==> config.mk <==
export PLATFORM = sky130hd
export DESIGN_NAME = uart_tx_arbiter
export DESIGN_NICKNAME = d
export VERILOG_FILES = /design/src/rtl/uart_tx_arbiter_pkg.sv /design/src/rtl/baud_tick_gen.sv /design/src/rtl/uart_tx_arbiter.sv
export SDC_FILE = /design/constraint.sdc
export NUM_CORES = 1
export LEC_CHECK = 0
export CAP_MARGIN = 20
export CORE_UTILIZATION = 54
export CTS_CLUSTER_DIAMETER = 60
export DETAILED_ROUTE_END_ITERATION = 10
export PLACE_DENSITY = 0.89
export SLEW_MARGIN = 30
export SYNTH_ARGS = -nofsm -noshare
export SYNTH_HDL_FRONTEND = slang
export SYNTH_SLANG_ARGS = --single-unit
==> constraint.sdc <==
create_clock -name clk -period 3.01 [get_ports clk]
set_input_delay 0.602 -clock clk [delete_from_list [all_inputs] [get_ports clk]]
set_output_delay 0.602 -clock clk [all_outputs]
set_load 0.05 [all_outputs]
==> src/rtl/uart_tx_arbiter_pkg.sv <==
// Shared definitions for the arbitrated UART transmitter and its helpers.
package uart_tx_arbiter_pkg;

  // Default clk cycles per serial bit.
  localparam int unsigned BaudDivDefault = 666;

  // Frame sequencer states; the encoding is shared with a future receiver.
  typedef enum logic [1:0] {
    StIdle  = 2'd0,
    StStart = 2'd1,
    StData  = 2'd2,
    StStop  = 2'd3
  } tx_state_e;

  // Round-robin pick: a lone requester wins; on a tie the one not granted last time wins.
  function automatic logic rr_pick(input logic v0, input logic v1, input logic last_id);
    if (v0 && v1) begin
      return ~last_id;
    end
    return v1;
  endfunction

endpackage

==> src/rtl/baud_tick_gen.sv <==
// Baud counter: counts 0..BAUD_DIV-1 while run is high and strobes tick on the last count.
module baud_tick_gen
  import uart_tx_arbiter_pkg::*;
#(
  parameter int unsigned BAUD_DIV = BaudDivDefault,
  parameter int unsigned CNT_W    = 16
) (
  input  logic clk,
  input  logic rst,
  input  logic run,
  output logic tick
);

  localparam logic [CNT_W-1:0] CntMax = CNT_W'(BAUD_DIV - 1);

  logic [CNT_W-1:0] cnt_q;

  // Strobe is combinational so the sequencer advances on the same edge the counter wraps.
  always_comb begin
    tick = run && (cnt_q == CntMax);
  end

  // Counter is held at zero whenever the sequencer is idle, so each frame starts aligned.
  always_ff @(posedge clk) begin
    if (rst || !run) begin
      cnt_q <= '0;
    end else if (cnt_q == CntMax) begin
      cnt_q <= '0;
    end else begin
      cnt_q <= cnt_q + CNT_W'(1);
    end
  end

endmodule

==> src/rtl/uart_tx_arbiter.sv <==
// Two-requester round-robin arbiter feeding a single 8N1 UART transmitter.
module uart_tx_arbiter
  import uart_tx_arbiter_pkg::*;
#(
  parameter int unsigned BAUD_DIV = BaudDivDefault,
  parameter int unsigned CNT_W    = 16
) (
  input  logic       clk,
  input  logic       rst,
  input  logic       req0_valid,
  input  logic [7:0] req0_data,
  output logic       req0_ready,
  input  logic       req1_valid,
  input  logic [7:0] req1_data,
  output logic       req1_ready,
  output logic       tx,
  output logic       busy,
  output logic       grant_id
);

  tx_state_e  state_q;
  logic       tx_q;
  logic       busy_q;
  logic       grant_q;
  logic [2:0] idx_q;
  logic [7:0] shift_q;

  logic       tick;
  logic       accept;
  logic       win_id;
  logic [7:0] win_data;

  baud_tick_gen #(
    .BAUD_DIV (BAUD_DIV),
    .CNT_W    (CNT_W)
  ) u_baud_tick_gen (
    .clk  (clk),
    .rst  (rst),
    .run  (busy_q),
    .tick (tick)
  );

  // Accept decision; suppressed during rst so an aborted frame cannot consume a byte.
  always_comb begin
    win_id     = rr_pick(req0_valid, req1_valid, grant_q);
    win_data   = win_id ? req1_data : req0_data;
    accept     = (state_q == StIdle) && !rst && (req0_valid || req1_valid);
    req0_ready = accept && !win_id;
    req1_ready = accept && win_id;
  end

  // Frame sequencer with registered line, busy and grant outputs.
  always_ff @(posedge clk) begin
    if (rst) begin
      state_q <= StIdle;
      tx_q    <= 1'b1;
      busy_q  <= 1'b0;
      grant_q <= 1'b1;
      idx_q   <= 3'd0;
      shift_q <= 8'd0;
    end else begin
      unique case (state_q)
        StIdle: begin
          if (accept) begin
            shift_q <= win_data;
            grant_q <= win_id;
            state_q <= StStart;
            tx_q    <= 1'b0;
            busy_q  <= 1'b1;
          end
        end
        StStart: begin
          if (tick) begin
            state_q <= StData;
            tx_q    <= shift_q[0];
            shift_q <= {1'b0, shift_q[7:1]};
            idx_q   <= 3'd0;
          end
        end
        StData: begin
          if (tick) begin
            // Index wraps 7 -> 0 as the last data bit completes.
            idx_q <= idx_q + 3'd1;
            if (idx_q == 3'd7) begin
              state_q <= StStop;
              tx_q    <= 1'b1;
            end else begin
              tx_q    <= shift_q[0];
              shift_q <= {1'b0, shift_q[7:1]};
            end
          end
        end
        StStop: begin
          if (tick) begin
            state_q <= StIdle;
            tx_q    <= 1'b1;
            busy_q  <= 1'b0;
          end
        end
        default: begin
          state_q <= StIdle;
        end
      endcase
    end
  end

  assign tx       = tx_q;
  assign busy     = busy_q;
  assign grant_id = grant_q;

endmodule

==> results_dict.tcl <==
set metrics [dict create \
    status "completed" \
    crit-reg2reg-capture "shift_q[2]$_SDFFE_PP0P_" \
    wl_per_cell_um 13.5 \
    drc 0 \
    synth_top_area_cell "dfxtp_1" \
    drive_gt1_share_pct 8.26 \
    clk_pin_slew_ns 0.10 \
    ctsHoldBuffers 0 \
    synth_area_leaders "dfxtp_1, ha_1, nor2_1, a221o_1, a21oi_1" \
    syn_avg_cell_area_um2 8.75 \
    grt_overflow 0 \
    relSlewSlack_pct 59.3 \
    hp-start "u_baud_tick_gen.cnt_q[0]$_SDFF_PP0_" \
    max_cap_violations 0 \
    final_cells 274 \
    dp_hpwl_mm 2.63 \
    synth_nets 234 \
    hold_depth 1 \
    cp_data_arrival_time_ns 1.94 \
    vias 1530 \
    internal_power_w 0.000983 \
    rsz0062_at_grt "false" \
    drtIter0Drc 84 \
    cp_cell_sequence "clkdlybuf4s50_1, a21boi_1, and3_1, buf_12" \
    max_freq_ghz 0.393 \
    synth.distinct_cells 42 \
    cp_slowest_cell "clkdlybuf4s50_1" \
    cts_buffers 5 \
    slew_viol_final 0 \
    power.switching_w 0.000633 \
    reg2regPathDepth 6 \
    synth_cells 204 \
    synth_edf_count 0 \
    core_mm2 0.00310 \
    final_nets 259 \
    wirelength_mm 3.70 \
    htree_num_levels 2 \
    ir_drop_uv 313 \
    layout_commonest_cell "dfxtp_1" \
    pwr-share-comb_pct 44.5 \
    async_reset_ff_share_pct 0 \
    area_delta_synth_final_pct 19.6 \
    crit_path_start "req1_valid" \
    grt_pass1_wl_mm 6.09 \
    ys_warn_count 0 \
    hold_path_class "reg2reg" \
    dp_cells 266 \
    r2r-start "u_baud_tick_gen.cnt_q[0]$_SDFF_PP0_" \
    clk_path_buf_depth 2 \
    grt_max_degree 17 \
    hold_viol 0 \
    post_cts_resized 0 \
    ys.flop_type "dfxtp_1" \
    max_stage_delay_ns 0.53 \
    hold_end "u_baud_tick_gen.cnt_q[0]$_SDFF_PP0_" \
    grt_pass1_vias 1427 \
    grt_antenna_before_repair 0 \
    antennaDiodeCount 0 \
    cts-root-buf "clkbuf_4" \
    multi_input_area_mm2 0.00104 \
    dieHeight_um 59.5 \
    power_frac_seq_pct 35.5 \
    fin_crit_sh_pct 84.6 \
    fin_setup_tns_ns 0 \
    dieArea_mm2 0.00354 \
    crit_type "in2out" \
    reg2reg_slack_ns 0.47 \
    ys_ff_latch 32 \
    synth_top_area_share_pct 35.9 \
    tightest_slew_ns 0.608 \
    final_cell_mix "dfxtp_1, nor2_1, clkdlybuf4s50_1" \
    cp_data_required_time_ns 2.41 \
    syn_area_mm2 0.00178 \
    cp-start-kind "primary input" \
    dr.pass1.iters 4 \
    register_area_um2 641 \
    finalCriticalPeriod_ns 2.55 \
    p_clk_share_pct 20.0 \
    p_per_area_mw_per_mm2 758 \
    ios 25 \
    final_core_util_pct 68.8 \
    grt.total_usage_pct 22.9 \
    die_w_um 59.5 \
    worstSkewPairLatency_ns 0.33 \
    clock_sinks 32 \
    nFillCells 268 \
    swShare_pct 39.2 \
    io_buffers 24 \
    endpoint_kind "output pin" \
    gp_congestion 0.828 \
    finalPower_w 0.00162 \
    ys_seq_area_share_pct 35.9 \
    ant_nets 0 \
    setup_violations 0 \
    cts_tree "built" \
    post-cts-setup-buffer-count 0 \
    p_leak_nw 0.779 \
    skew_ns 0.00552 \
    start_util_pct 57.5 \
    worstPathMaxFanout 5 \
    viasPerCell 5.58 \
    rows 20 \
]
-- cells by family after synthesis --
logic type,count (synthesis),share of synthesized area (%)
AOI/OAI and AO/OA,47,19.6
xor gates and xnor gates,11,5.40
adders and majority gates,10,7.01
buffers and inverters,23,5.68
DFF,32,35.9
muxes,3,1.68
and+or+nand+nor,78,24.7
-- power groups by stage --
stage | logic, W | registers [W] | clock network (W)
after floorplan | 0.000519 | 0.000620 | 0
final | 0.000719 | 0.000574 | 0.000323
after global routing | 0.000786 | 0.000584 | 0.000348
after global placement | 0.000692 | 0.000580 | 0
after detailed placement | 0.000711 | 0.000582 | 0
after CTS | 0.000715 | 0.000574 | 0.000329
-- critical path, delay by kind of cell --
family | cells | cell delay, ns
buffers and inverters | 2 | 0.68
AOI/OAI and AO/OA | 1 | 0.38
and+or+nand+nor | 1 | 0.28
-- area by class of cell --
class                      instances  share of cell area, %
sequential                        32                   30.0
timing repair buffer              26                   12.3
tap                               44                   2.58
clock inverter                     2                   1.64
inverter                          15                   2.64
clock buffer                       6                   1.94
multi-input combinational        149                   48.9
-- flip-flops by register name (all words and copies together), names as in the netlist --
register and cells:
u_baud_tick_gen.cnt_q 16, state_q 2, grant_id 1, idx_q 3, tx 1, busy 1
shift_q 8
-- through the flow --
| stage | hold WS [ns] | setup slack (ns) | instance area, µm² |
|---|---|---|---|
| 4_1_cts | 0.474 | 0.459 | 2130 |
| 2_1_floorplan | 0.430 | 0.567 | 1780 |
| 5_1_grt | 0.495 | 0.262 | 2130 |
| 6_report | 0.469 | 0.465 | 2130 |
| 3_3_place_gp | 0.441 | 0.498 | 2060 |
| 3_5_place_dp | 0.449 | 0.416 | 2060 |
-- synthesized netlist by cell type (6+ instances only) --
| library cell | n |
|---|---|
| a221o_1 | 7 |
| a211oi_1 | 8 |
| ha_1 | 10 |
| clkbuf_1 | 6 |
| xor2_1 | 7 |
| dfxtp_1 | 32 |
| nand3_1 | 9 |
| inv_1 | 15 |
| nand4_1 | 6 |
| nand2_1 | 12 |
| a21oi_1 | 13 |
| nor2_1 | 22 |
| nor2b_1 | 8 |
| o21ai_0 | 6 |
-- how the worst max path moves through the flow --
stage / to / cells past startpoint
2_1_floorplan: req0_ready / 3
3_3_place_gp: req1_ready / 4
3_5_place_dp: shift_q[2]$_SDFFE_PP0P_ / 6
4_1_cts: shift_q[2]$_SDFFE_PP0P_ / 6
5_1_grt: shift_q[2]$_SDFFE_PP0P_ / 6
6_report: req1_ready / 4
-- per-layer routing --
layer  GRT usage, %  up-vias  wire (µm)
li1               -      777          -
met1           27.9      720       1650
met2           39.2       29       1860
met3           5.46        4        146
met4           7.82        0         33
met5              0        -          0
Power figures use the tool's default switching activity.
==> patch 1, RTL diff (config.mk and constraints unchanged) <==
Reset style: asynchronous (`rst`), changed in one clocked block.
--- a/src/rtl/uart_tx_arbiter.sv
+++ b/src/rtl/uart_tx_arbiter.sv
@@ -52,3 +52,3 @@
   // Frame sequencer with registered line, busy and grant outputs.
-  always_ff @(posedge clk) begin
+  always_ff @(posedge clk or posedge rst) begin
     if (rst) begin
Formal check against the unedited RTL: differs if rst is asserted again (counterexample within 4 cycles, from zero or initial values and one cycle with rst high); with rst held inactive, the same outputs for 10 cycles.
==> patch 1 against the original RTL <==
- worst setup slack better by 190 ps
- critical endpoint unchanged
- synthesized area up 4.5%
- largest cell class unchanged
- critical path depth up 1
- sequential cell count unchanged
- critical path type is now flip-flop to output port
- core utilization grew 1.6 points
- count of clock-buffer cells in the layout unchanged
- final area up 3.9%
- first-iteration DRC count decreased by 20%
- wire length decreased by 3.5%
Power is not compared: it rests on default switching activity, and its combinational part moved more than twofold at a synthesized area within 25%.
==> patch 1: results (changes against the original RTL) <==
share of the final layout cell area in multi-input gates: 48.4% (-0.44 points)
total of fill cells in the finished design: 253 (-5.6%)
fraction of standard cell area that is sequential: 32.6% (+2.6 points)
total track usage: 22.5% (-0.43 points)
number of multi-input combinational cells in the layout: 142 (-4.7%)
worst setup slack after layout: 650 ps (+185 ps)
WL final: 3.57 mm (-3.5%)
CP max stage cell: sky130_fd_sc_hd__dfrtp_1
distinct cell type count of the synthesized netlist: 47 (+12%)
global-route met1 utilization: 31.4% (+3.5 points)
outcome: completed
fraction of cell area in non-clock buffers: 11.9% (-0.47 points)
largest cells by area after synthesis: sky130_fd_sc_hd__dfrtp_1 (19%), sky130_fd_sc_hd__dfxtp_1 (17%), sky130_fd_sc_hd__mux2_4 (6.4%)
first-pass GRT wire length: 5.99 mm (-1.6%)
Layout clock area frac: 2.77% (-0.81 points)
crit path DAT: 1760 ps (-180 ps)
post-synthesis net count: 219 (-6.4%)
register area share after synthesis: 38.8% (+2.9 points)
Register-to-Register Path Depth: 5 (-1)
fraction of layout instances using a drive strength above 1: 14.6% (+6.4 points)
number of global-route vias before repair: 1387 (-2.8%)
Nets: 247 (-4.6%)
CP startpoint: state_q[0]
Max stage delay on crit path: 420 ps (-110 ps)
cell family with the largest share of critical-path delay: simple AND/OR/NAND/NOR gates
largest area contributor in the synthesized netlist: sky130_fd_sc_hd__dfrtp_1
fraction of synthesis flops using an asynchronous set or reset pin: 50.0% (+50 points)
M3 GR Usage: 5.97% (+0.51 points)
Via Count: 1450 (-5.2%)
maximum fanout count along the critical path: 6 (+1)
global-route met2 utilization: 32.0% (-7.1 points)
number of DRC violations after detailed-routing iteration 0: 67 (-20%)
==> patch 1: cell types whose count changed in the layout (fill, tap and decap cells not counted), sizes merged, moves of 5 or more <==
cell	unedited run	this run
mux2	0	10
a221o	7	0
nor2b	8	2
mux2i	3	11
a211oi	8	0
dfrtp	0	14
dfxtp	32	16
nor3	0	6
a21oi	14	6
o21ai	7	12
and3	5	0
nand3	9	3
==> patch 1: stage by stage <==
step / power, mW / hold slack (ps) / utilization, % / std cells
2_1_floorplan: 0.450 / 444 / - / 190
3_3_place_gp: 0.480 / 463 / 68.4 / 255
3_5_place_dp: 0.481 / 475 / 68.4 / 255
4_1_cts: 0.737 / 498 / 70.3 / 263
5_1_grt: 0.761 / 539 / 70.3 / 263
6_report: 0.731 / 492 / 70.3 / 263
==> patch 1: logic make-up after synthesis <==
kind of cell / count (synthesis) / synth area share (%)
fa+ha+maj: 9 / 6.04
flops: 32 / 38.8
buf+inv: 16 / 3.62
simple gates: 71 / 21.8
compound gates: 29 / 10.5
xor+xnor: 12 / 5.64
mux: 21 / 13.6
==> patch 1: routing by layer <==
metal  up-vias  routed length (um)
met5         -                   0
met2        32                1520
li1        731                   -
met1       683                1860
met3         4                 136
met4         0                  46
==> patch 1: where the power goes <==
part | total [mW] | internal (mW) | switching [mW] | leakage [nW]
sequential | 0.426 | 0.426 | 0 | 0.340
combinational | 0.0443 | 0.0293 | 0.0150 | 0.520
clock | 0.261 | 0.111 | 0.150 | 0.0380
total | 0.731 | 0.567 | 0.165 | 0.898
==> patch 2, RTL diff (same settings) <==
Without the edit above. `CNT_W` is set to 16 in 2 places; all go to 32.
--- a/src/rtl/baud_tick_gen.sv
+++ b/src/rtl/baud_tick_gen.sv
@@ -5,3 +5,3 @@
   parameter int unsigned BAUD_DIV = BaudDivDefault,
-  parameter int unsigned CNT_W    = 16
+  parameter int unsigned CNT_W    = 32
 ) (
--- a/src/rtl/uart_tx_arbiter.sv
+++ b/src/rtl/uart_tx_arbiter.sv
@@ -5,3 +5,3 @@
   parameter int unsigned BAUD_DIV = BaudDivDefault,
-  parameter int unsigned CNT_W    = 16
+  parameter int unsigned CNT_W    = 32
 ) (
Function: no difference found for any inputs over 10 cycles, from zero or initial values and one cycle with rst high; that may be too few to reach the edited logic, so the function may still have changed.
==> patch 2 against the original RTL <==
- synthesized area rose by 42%
- critical path depth unchanged
- power increased by 18%
- register-to-register slack better by 170 ps
- worst setup slack improved by 140 ps
- sequential cell count rose by 16
- critical endpoint unchanged
- largest cell class unchanged
- clock skew is 3.0 ps higher
- final area is 37% higher
- sequential power up 36%
- wire length up 46%
==> patch 2: results (changes against the original RTL) <==
largest registers: u_baud_tick_gen.cnt_q: 32 flops, shift_q: 8 flops, idx_q: 3 flops
number of DRC violations after detailed-routing iteration 0: 194 (+130%)
part of the total power dissipated in the clock network: 24.4% (+4.4 points)
post-synthesis net count: 320 (+37%)
Synth Area in Compound Gates: 11.6% (-8.0 points)
Max Clk Rate: 416 MHz (+6.0%)
Max stage delay on crit path: 550 ps (+20 ps)
launch instance of the worst register-to-register path: u_baud_tick_gen.cnt_q[22]
Final Wtd Congestion: 0.840 (+1.4%)
placement-stage cell area: 0.00281 sq mm (+37%)
fraction of cell area in non-clock buffers: 9.00% (-3.3 points)
clock skew: 8.57 ps (+3.05 ps)
overall power after layout: 1.90 mW (+18%)
distinct cell type count of the synthesized netlist: 49 (+17%)
worst setup slack after placement: 603 ps (+187 ps)
Worst Hold Path EP: shift_q[7]
outcome: completed
Register-to-Register Path Depth: 5 (-1)
proportion of synthesized area in mux cells: 3.22% (+1.5 points)
first-pass GRT wire length: 9.47 mm (+56%)
master cell of the clock root buffer: sky130_fd_sc_hd__clkbuf_8
Post-Synth Adder-Cell Area: 4.95% (-2.1 points)
total track usage: 23.5% (+0.64 points)
Cells after DPL: 359 (+35%)
R2R Path End: busy
utilization after layout: 66.2% (-2.6 points)
XOR/XNOR Fraction of Synth Area: 10.4% (+5.0 points)
startpoint of the most critical hold path: shift_q[7]
register-to-register path setup slack: 640 ps (+170 ps)
fraction of standard cell area that is sequential: 32.9% (+2.9 points)
Hold Crit Depth: 2 (+1)
Clock Sink Count: 48 (+50%)
WHS: 484 ps (+14.8 ps)
crit path DAT: 1800 ps (-140 ps)
total of fill cells in the finished design: 368 (+37%)
largest cells by area after synthesis: sky130_fd_sc_hd__dfxtp_1 (38%), sky130_fd_sc_hd__xnor2_1 (8.0%), sky130_fd_sc_hd__nor2_1 (6.4%)
maximum vdd ir drop: 0.379 mV (+21%)
==> patch 2: cell count changes in the layout (fill, tap and decap cells not counted), moves of 5 or more <==
cell / delta
sky130_fd_sc_hd__clkbuf_4: -5
sky130_fd_sc_hd__a211oi_1: -7
sky130_fd_sc_hd__o21ai_0: +7
sky130_fd_sc_hd__nor2b_1: -7
sky130_fd_sc_hd__nor2_1: +21
sky130_fd_sc_hd__clkbuf_8: +5
sky130_fd_sc_hd__inv_1: -6
sky130_fd_sc_hd__dfxtp_1: +16
sky130_fd_sc_hd__xnor2_1: +19
sky130_fd_sc_hd__nand2_1: +12
sky130_fd_sc_hd__nor3_1: +9
sky130_fd_sc_hd__a221o_1: -7
sky130_fd_sc_hd__nand3_1: +5
==> patch 2: per-layer routing <==
metal	global-route usage, %	share of wire [%]	vias up
li1	-	-	1072
met1	27.2	43	1038
met2	41.1	50	75
met3	6.93	5.9	12
met4	8.00	1.4	0
met5	0	0	-
